File: config.mk
export PLATFORM = sky130hd
export DESIGN_NAME = sd_block_arbiter_flat
export DESIGN_NICKNAME = d
export VERILOG_FILES = /design/src/rtl/sd_ctrl_pkg.sv /design/src/rtl/sd_block_arbiter_if.sv /design/src/rtl/sd_block_arbiter_rr.sv /design/src/rtl/sd_block_arbiter.sv /design/src/flat_wrapper.sv
export SDC_FILE = /design/constraint.sdc
export NUM_CORES = 1
export LEC_CHECK = 0
export ABC_AREA = 1
export BUFFER_PORTS_ARGS = -buffer_cell sky130_fd_sc_hd__buf_2
export CAP_MARGIN = 20
export CELL_PAD_IN_SITES_DETAIL_PLACEMENT = 1
export CELL_PAD_IN_SITES_GLOBAL_PLACEMENT = 2
export CORE_MARGIN = 4
export CORE_UTILIZATION = 32
export DETAILED_ROUTE_END_ITERATION = 6
export PLACE_DENSITY = 0.95
export SKIP_CTS_REPAIR_TIMING = 1
export SLEW_MARGIN = 20
export SYNTH_ARGS = -nofsm -noshare
export SYNTH_HDL_FRONTEND = slang
export SYNTH_HIERARCHICAL = 1
export SYNTH_SLANG_ARGS = --single-unit
export TNS_END_PERCENT = 1
File: constraint.sdc
create_clock -name clock -period 6.4 [get_ports clock]
set_input_delay 0.32 -clock clock [delete_from_list [all_inputs] [get_ports clock]]
set_output_delay 0.32 -clock clock [all_outputs]
set_load 0.01 [all_outputs]
File: src/rtl/sd_ctrl_pkg.sv
// Shared constants for the SD block arbiter: FSM state encoding,
// default block size and counter widths.
package sd_ctrl_pkg;

    localparam int BLOCK_BYTES_DEF = 512;
    localparam int WD_W            = 24;

    localparam logic [2:0] S_IDLE   = 3'd0;
    localparam logic [2:0] S_ISSUE  = 3'd1;
    localparam logic [2:0] S_STREAM = 3'd2;
    localparam logic [2:0] S_DONE   = 3'd3;
    localparam logic [2:0] S_ABORT  = 3'd4;

    // One extra bit so the count can reach BLOCK_BYTES itself.
    function automatic int cnt_width(input int bytes);
        return $clog2(bytes) + 1;
    endfunction

    localparam int CNT_W_DEF = cnt_width(BLOCK_BYTES_DEF);

endpackage

File: src/rtl/sd_block_arbiter_if.sv
// Bundle of the SPI SD-card interface (SDIF) handshake signals.
// master: arbiter side (drives addr/begin_read); slave: SDIF side.
interface sd_block_arbiter_if;

    logic [31:0] sd_in_addr;
    logic        sd_begin_read;
    logic        sd_idle;
    logic        sd_valid_read;
    logic [7:0]  sd_byte;

    modport master (
        output sd_in_addr,
        output sd_begin_read,
        input  sd_idle,
        input  sd_valid_read,
        input  sd_byte
    );

    modport slave (
        input  sd_in_addr,
        input  sd_begin_read,
        output sd_idle,
        output sd_valid_read,
        output sd_byte
    );

endinterface

File: src/rtl/sd_block_arbiter_rr.sv
// rr_arbiter: round-robin pick of the first request at or after ptr.
// Ports: clock/reset, req (levels), advance (load ptr), any, winner.
module rr_arbiter #(
    parameter int NREQ = 2,
    parameter int IW   = (NREQ > 1) ? $clog2(NREQ) : 1
) (
    input  logic            clock,
    input  logic            reset,
    input  logic [NREQ-1:0] req,
    input  logic            advance,
    output logic            any,
    output logic [IW-1:0]   winner
);

    logic [IW-1:0]     ptr;
    logic [2*NREQ-1:0] dbl;
    logic [NREQ-1:0]   rot;
    logic [IW:0]       sum;

    // Rotate so bit 0 is the pointer slot; the lowest set bit wins.
    always_comb begin
        dbl    = {req, req} >> ptr;
        rot    = dbl[NREQ-1:0];
        any    = |req;
        winner = '0;
        sum    = '0;
        for (int j = NREQ - 1; j >= 0; j--) begin
            if (rot[j]) begin
                sum = {1'b0, ptr} + (IW+1)'(j);
                if (sum >= (IW+1)'(NREQ))
                    sum = sum - (IW+1)'(NREQ);
                winner = sum[IW-1:0];
            end
        end
    end

    always_ff @(posedge clock or posedge reset) begin
        if (reset)
            ptr <= '0;
        else if (advance)
            ptr <= (winner == IW'(NREQ - 1)) ? '0 : winner + 1'b1;
    end

endmodule

File: src/rtl/sd_block_arbiter.sv
// Shares one SDIF block reader between NREQ requesters, round-robin.
// Ports: clock/reset; req/addr in; grant, byte_valid/data/index,
// done, error out; sd (SDIF master side).
module sd_block_arbiter
    import sd_ctrl_pkg::*;
#(
    parameter int          NREQ        = 2,
    parameter int          BLOCK_BYTES = BLOCK_BYTES_DEF,
    parameter logic [23:0] TIMEOUT     = 24'd1_000_000
) (
    input  logic              clock,
    input  logic              reset,
    input  logic [NREQ-1:0]   req,
    input  logic [32*NREQ-1:0] addr,
    output logic [NREQ-1:0]   grant,
    output logic              byte_valid,
    output logic [7:0]        byte_data,
    output logic [8:0]        byte_index,
    output logic [NREQ-1:0]   done,
    output logic              error,
    sd_block_arbiter_if.master sd
);

    localparam int IW = (NREQ > 1) ? $clog2(NREQ) : 1;
    localparam int CW = cnt_width(BLOCK_BYTES);
    localparam logic [CW-1:0]   FULL    = CW'(BLOCK_BYTES);
    localparam logic [WD_W-1:0] WD_LAST = TIMEOUT - 24'd1;

    logic [2:0]      state;
    logic [CW-1:0]   cnt;
    logic [CW-1:0]   cnt_n;
    logic [WD_W-1:0] wd;
    logic [WD_W-1:0] wd_inc;
    logic            wd_hit;
    logic            overrun;
    logic            ovr_n;
    logic            take;
    logic            drop;
    logic            good_end;
    logic            pick_any;
    logic            advance;
    logic [IW-1:0]   winner;
    logic [31:0]     win_addr;

    rr_arbiter #(.NREQ(NREQ), .IW(IW)) u_rr (
        .clock   (clock),
        .reset   (reset),
        .req     (req),
        .advance (advance),
        .any     (pick_any),
        .winner  (winner)
    );

    always_comb begin
        win_addr = '0;
        for (int i = 0; i < NREQ; i++)
            if (winner == IW'(i))
                win_addr = addr[32*i +: 32];
    end

    assign advance  = (state == S_IDLE) && sd.sd_idle && pick_any;
    assign sd.sd_begin_read = (state == S_ISSUE);

    assign wd_hit   = (wd >= WD_LAST);
    assign wd_inc   = (wd == TIMEOUT) ? wd : wd + 1'b1;

    // Bytes beyond the block are dropped and mark the read as overrun.
    assign take     = sd.sd_valid_read && (cnt < FULL);
    assign drop     = sd.sd_valid_read && (cnt >= FULL);
    assign cnt_n    = take ? cnt + 1'b1 : cnt;
    assign ovr_n    = overrun | drop;
    assign good_end = (cnt_n == FULL) && !ovr_n;

    always_ff @(posedge clock or posedge reset) begin
        if (reset) begin
            state         <= S_IDLE;
            grant         <= '0;
            done          <= '0;
            error         <= 1'b0;
            byte_valid    <= 1'b0;
            byte_data     <= '0;
            byte_index    <= '0;
            sd.sd_in_addr <= '0;
            cnt           <= '0;
            wd            <= '0;
            overrun       <= 1'b0;
        end else begin
            byte_valid <= 1'b0;
            done       <= '0;
            error      <= 1'b0;
            unique case (state)
                S_IDLE: begin
                    if (advance) begin
                        grant         <= NREQ'(1) << winner;
                        sd.sd_in_addr <= win_addr;
                        cnt           <= '0;
                        wd            <= '0;
                        overrun       <= 1'b0;
                        state         <= S_ISSUE;
                    end
                end
                S_ISSUE: begin
                    if (!sd.sd_idle) begin
                        wd    <= '0;
                        state <= S_STREAM;
                    end else begin
                        wd <= wd_inc;
                        if (wd_hit) begin
                            done  <= grant;
                            error <= 1'b1;
                            grant <= '0;
                            state <= S_ABORT;
                        end
                    end
                end
                S_STREAM: begin
                    if (take) begin
                        byte_valid <= 1'b1;
                        byte_data  <= sd.sd_byte;
                        byte_index <= 9'(cnt);
                    end
                    cnt     <= cnt_n;
                    overrun <= ovr_n;
                    wd      <= take ? '0 : wd_inc;
                    if (sd.sd_idle) begin
                        done  <= grant;
                        error <= !good_end;
                        grant <= '0;
                        state <= good_end ? S_DONE : S_ABORT;
                    end else if (!take && wd_hit) begin
                        done  <= grant;
                        error <= 1'b1;
                        grant <= '0;
                        state <= S_ABORT;
                    end
                end
                S_DONE, S_ABORT: state <= S_IDLE;
                default:         state <= S_IDLE;
            endcase
        end
    end

endmodule

File: src/flat_wrapper.sv
// flat-port wrapper written by rule: the top's interface ports become plain ports
module sd_block_arbiter_flat import sd_ctrl_pkg::*;
#(
    parameter int          NREQ        = 2,
    parameter int          BLOCK_BYTES = BLOCK_BYTES_DEF,
    parameter logic [23:0] TIMEOUT     = 24'd1_000_000
)
  (clock, reset, req, addr, grant, byte_valid, byte_data, byte_index, done, error, sd_sd_in_addr, sd_sd_begin_read, sd_sd_idle, sd_sd_valid_read, sd_sd_byte);
  sd_block_arbiter_if sd_i ();
  input  logic clock;
  input  logic reset;
  input  logic [NREQ-1:0] req;
  input  logic [32*NREQ-1:0] addr;
  output logic [NREQ-1:0] grant;
  output logic byte_valid;
  output logic [7:0] byte_data;
  output logic [8:0] byte_index;
  output logic [NREQ-1:0] done;
  output logic error;
  output wire logic [$bits(sd_i.sd_in_addr)-1:0] sd_sd_in_addr;
  output wire logic [$bits(sd_i.sd_begin_read)-1:0] sd_sd_begin_read;
  input wire logic [$bits(sd_i.sd_idle)-1:0] sd_sd_idle;
  input wire logic [$bits(sd_i.sd_valid_read)-1:0] sd_sd_valid_read;
  input wire logic [$bits(sd_i.sd_byte)-1:0] sd_sd_byte;
  assign sd_sd_in_addr = sd_i.sd_in_addr;
  assign sd_sd_begin_read = sd_i.sd_begin_read;
  assign sd_i.sd_idle = sd_sd_idle;
  assign sd_i.sd_valid_read = sd_sd_valid_read;
  assign sd_i.sd_byte = sd_sd_byte;
  sd_block_arbiter #(.NREQ(NREQ), .BLOCK_BYTES(BLOCK_BYTES), .TIMEOUT(TIMEOUT)) u_core (.clock(clock), .reset(reset), .req(req), .addr(addr), .grant(grant), .byte_valid(byte_valid), .byte_data(byte_data), .byte_index(byte_index), .done(done), .error(error), .sd(sd_i));
endmodule
; Word-level counts from Yosys, hierarchy flattened
; Index checks and enable logic that the tools add are counted.
; Widths: inputs -> output; s select.
[totals]
in_bits = 78
wordCells = 95
ff_bits = 94
[op_classes]
magnitude_cmp = 5
n_shift = 2
n_mux = 41
n_bitwise = 1
add_sub_neg = 6
reduce_logical = 19
eq_ne = 9
[op_table]
columns = op, count
row1 = $mux 24, 4
row2 = $pmux 24 s3, 1
row3 = $mux 32, 1
row4 = $add 24x1->24 const B, 1
row5 = $eq 24x20->1 const B, 1
row6 = $ge 24x20->1 const B, 1
row7 = $mux 10, 2
row8 = $pmux 10 s2, 1
row9 = $mux 2, 9
row10 = $mux 3, 6
row11 = $mux 1, 12
row12 = $add 10x1->10 const B, 1
row13 = $eq 10x10->1 const B, 1
row14 = $ge 10x10->1 const B, 1
row15 = $lt 10x10->1 const B, 1
row16 = $pmux 3 s3, 1
row17 = $reduce_and 2->1, 4
row18 = $logic_and 1x1->1, 6
row19 = $ne 2x1->1 const B, 3
row20 = $ne 3x2->1 const B, 2
row21 = $pmux 2 s3, 1
row22 = $reduce_and 5->1, 1
row23 = $pmux 1 s2, 2
row24 = $pmux 2 s2, 1
row25 = other kinds (16), 19

; Logic depth before layout (Yosys ltp)
[depth]
ltp_word = 8
depth_mapped = 13
depth_no_buf = 12

; Cells and area by module
; The synthesis kept the hierarchy.
[by_module_without_submodules]
columns = module, area_per_inst_um2, cells_each, n_inst
row1 = sd_block_arbiter, 5031.1, 673, 1
row2 = rr_arbiter, 63.8, 10, 1

; Worst setup path before layout
; Ideal clock, no wire load.
[synth_timing]
path_kind = reg-to-reg
start = register u_core.wd[0]
end = register u_core.wd[16]
arrival_time_ns = 1.479
period_less_slack_ns = 1.600
path_stages_with_launch = 11
t_required_ns = 6.279
n_path_buf = 0
setup_slack_ns = 4.800
setup_time_ns = 0.121
path_cell_list = dfrtp_1 ha_1 nand3_1 inv_1 nand2_1 nor2_1 nand3_1 nor2_1 nand3_1 xor2_1 nor2_1
[synth_via]
elab_chain_cells = 4
word_cells_on_any_way = 6
cone_classes = add/sub (1) / eq/ne (1) / mux (4)
[synth_rtl]
columns = item, line
row1 = "start, declared", sd_block_arbiter.sv:32  ; logic [WD_W-1:0] wd;
row2 = "start signal, assigned", sd_block_arbiter.sv:107  ; wd <= wd_inc;
row3 = "start signal, assigned", sd_block_arbiter.sv:124  ; wd <= take ? '0 : wd_inc;
row4 = $add 24x1->24 / $eq 24x20->1 (equally long branches), sd_block_arbiter.sv:65  ; assign wd_inc = (wd == TIMEOUT) ? wd : wd + 1'b1;
row5 = $mux 24 *, sd_block_arbiter.sv:65
row6 = $mux 24 (on tied branches), "sd_block_arbiter.sv:124, sd_block_arbiter.sv:103"
row7 = $pmux 24 s3 *, sd_block_arbiter.sv:91  ; unique case (state)
; Mark *: on every way between the ends. The rest lies on a longest branch, timed or not.
; A chain may end at the register's enable or synchronous reset.

; Worst setup path in the final report
[layout_timing]
start = register u_core.state[0]
end = register u_core.wd[7]
[layout_via]
elab_chain_cells = 5
word_cells_on_any_way = 9
cone_classes = eq/ne (3) / mux (1) / reduce/logical (5)
[layout_rtl]
columns = item, line
row1 = "start, declared", sd_block_arbiter.sv:29  ; logic [2:0] state;
row2 = "start signal, assigned", sd_block_arbiter.sv:129  ; state <= good_end ? S_DONE : S_ABORT;
row3 = $logic_not 3->1, "sd_block_arbiter.sv:61, sd_block_arbiter.sv:91"
row4 = $logic_and 1x1->1 (2 in a row), sd_block_arbiter.sv:61  ; assign advance = (state == S_IDLE) && sd.sd_idle && pick_any;
row5 = $ne 2x1->1 (no line), n/a
row6 = $reduce_and 2->1 (no line), n/a
; Several ways; a longest one is shown, not always the timed one.

==> results.yml <==
run_status:
  status: "complete, no violations"
pwr:
  p_sw_share_pct: 41.0
  powerDensity_nw_per_um2: 386
  p_clk_share_pct: 23.3
  p_int_uw: 1420
  vdd_drop_max_uv: 148
  power_leakage_uw: 0.00323
  seqPwrFrac_pct: 36.7
  p_comb_share_pct: 40.0
  p_sw_uw: 989
sta:
  hold_viol_final: 0
  setup_viol: 0
  drv_slew: 0
  max_freq_ghz: 0.429
  clock_skew_ns: 0.00681
  worst_pin_slew_ns: 0.781
  min_period_ns: 2.33
  tns_ns: 0
  slew_headroom_pct: 47.9
  rsz0062_at_grt: "no"
  timing.final.crit_share_pct: 36.4
layout:
  layout.nets: 888
  layout-drive-gt1-share_pct: 21.9
  n_antenna_cell: 0
  final_area_sq_um: 6260
  syn2layout_area_growth_pct: 22.8
floorplan:
  rows: 45
  core_sq_um: 15400
  dieArea_sq_um: 18000
  start_util_pct: 33.0
  ios: 134
  die_h_um: 134
  fp.dieW_um: 134
clock_network:
  clk_pin_slew_ns: 0.07
  htree_levels: 3
  root_buffer: "clkbuf_16"
  clock-sinks: 94
  cts_buffers: 9
  clkLatencyLatePin_ns: 0.35
  max-clock-path-buffers: 2
  cts_tree: "done"
min_path:
  hold_class: "in -> reg"
  min_from: "sd_sd_byte[5]"
  hold_end: "u_core/byte_data[5]$_DFFE_PP0P_"
  min_path_cells: 3
logic_synthesis:
  synth_nets: 765
  synthCells: 683
  yosysTopAreaCellShare_pct: 46.2
  synth_area_leader_cell: "dfrtp_1"
  syn-cell-area_sq_um: 5090
  synth_common_cells: "178 x nand2_1, 114 x nor2_1, 94 x dfrtp_1"
  syn_avg_cell_area_sq_um: 7.46
  synth-async-reset-ratio_pct: 100
  ys_seq_area_share_pct: 46.2
  synth_edf_count: 0
  synth.most_common_cell: "nand2_1"
  ys_top_cells_by_area: "dfrtp_1 46%, nand2_1 13%, nor2_1 8.4%"
  synth.ff_latch_count: 94
  ys_types: 34
  ys_warn_count: 6
  synth_flop_cell: "dfrtp_1"
detailed_routing:
  wirelength_um: 15600
  via_per_inst: 4.80
  topRoutingLayerUsed: "met4"
  drt_first_pass_iters: 4
  m1WireLength_um: 6900
  drc_errors: 0
  routedWlPerCell_um: 15.2
  wl_met3_um: 1050
  wl_met2_um: 7460
  first_iter_violations: 171
  ant_nets: 0
  vias: 4904
critical_path:
  ff2ff_path_depth: 10
  required_ns: 6.63
  reg2reg_slack_ns: 4.07
  worst_setup_path_end_kind: "flop"
  r2r_start: "u_core/state[0]$_DFFE_PP0P_"
  worst-path-max-fanout: 22
  timing_worst_setup_path_type: "reg -> reg"
  arrival_ns: 2.56
  r2r_end: "u_core/wd[7]$_DFFE_PP0P_"
  start_kind: "flop"
grt:
  grt_pass1_vias: 5252
  antenna_found_initial: 0
  grt_usage_pct: 17.9
  grt_overflow: 0
  grt_pass1_wl_um: 26000
  grt_max_degree: 67
placed_design:
  gp_congestion: 0.809
  portBuffers: 133
  dpl_cell_area_sq_um: 5940
  dp_hpwl_um: 11700
run:
  max-cap-violations: 0
-- layout make-up --
class,count,area (sq um)
clock buffer,12,256
clock inverter,4,52.6
fill,2011,9170
inverter,73,277
multi-input combinational,491,2360
sequential,94,2350
tap,211,264
timing repair buffer,137,698
-- metal layers --
layer  vias up  track usage (%)
li1       2465                -
met3        10             4.95
met5         -                0
met4         0             5.49
met1      2314             22.4
met2       115             30.1
-- registers in the layout, summed over array words and instances (netlist names), 2 cells and up --
| register | flops |
|---|---|
| u_core/done | 2 |
| u_core/sd.sd_in_addr | 32 |
| u_core/byte_index | 9 |
| u_core/state | 3 |
| u_core/cnt | 10 |
| u_core/wd | 24 |
| u_core/byte_data | 8 |
| u_core/grant | 2 |
-- stage by stage --
stage / total power [uW] / std cells / setup slack [ns] / hold WS (ns) / utilization [%]
global route: 2610 / 1022 / 3.79 / 0.179 / 40.6
global placement: 1850 / 1005 / 4.12 / 0.187 / 38.5
CTS: 2450 / 1021 / 4.04 / -0.185 / 40.5
detailed placement: 1880 / 1005 / 4.05 / 0.190 / 38.5
finish: 2410 / 1022 / 4.07 / 0.171 / 40.6
floorplan: 1520 / 683 / 3.66 / 0.0487 / -
-- placed cells by master, fill, tap and decap left out, types with 2 or more instances in the layout --
master	netlist	routed
inv_1	67	65
buf_4	2	3
nand4_1	19	19
o211ai_1	6	6
dfrtp_1	94	94
nand3_1	53	53
a21oi_1	12	12
nor2_2	4	4
clkbuf_8	0	2
ha_1	4	4
nand2_2	5	5
nand2_1	178	178
o21ai_0	24	24
xor2_1	9	9
o31ai_1	32	32
nor3_1	8	8
a21o_1	2	2
nand3_2	2	2
o21ai_2	2	2
o22ai_1	5	5
nor2_4	3	3
clkbuf_16	0	9
nor2_1	114	114
inv_2	6	7
buf_2	8	133
-- worst max-delay path by stage --
stage                                startpoint                               to  cells past startpoint
finish              u_core/state[0]$_DFFE_PP0P_         u_core/wd[7]$_DFFE_PP0P_                     10
global route        u_core/state[0]$_DFFE_PP0P_         u_core/wd[5]$_DFFE_PP0P_                      9
CTS                 u_core/state[2]$_DFFE_PP0P_         u_core/wd[7]$_DFFE_PP0P_                     10
detailed placement  u_core/state[2]$_DFFE_PP0P_         u_core/wd[2]$_DFFE_PP0P_                      9
global placement    u_core/state[0]$_DFFE_PP0P_         u_core/wd[7]$_DFFE_PP0P_                     10
floorplan                                 reset  u_core/byte_data[0]$_DFFE_PP0P_                      1
-- power by group through the flow --
stage	Clock (uW)	Sequential, uW	Combinational [uW]
after floorplan	0	957	561
after global placement	0	889	960
after detailed placement	0	896	983
after CTS	576	890	986
after global routing	598	915	1100
final	562	887	965
-- worst max-delay path: stages, from the launching register on --
cell and delay, ns:
dfrtp_1 0.41, nor2_1 0.22, nand2_4 0.16, inv_2 0.35
o21ai_2 0.25, inv_2 0.25, nand2_2 0.17, inv_2 0.19
nand3_1 0.09, nand2_1 0.08, nor2_1 0.04
-- cells by family after synthesis --
family | synth area share (%)
fa+ha+maj | 0.982
flops | 46.2
buf+inv | 7.56
simple gates | 32.8
compound gates | 10.9
xor+xnor | 1.55
Power figures use the tool's default switching activity.
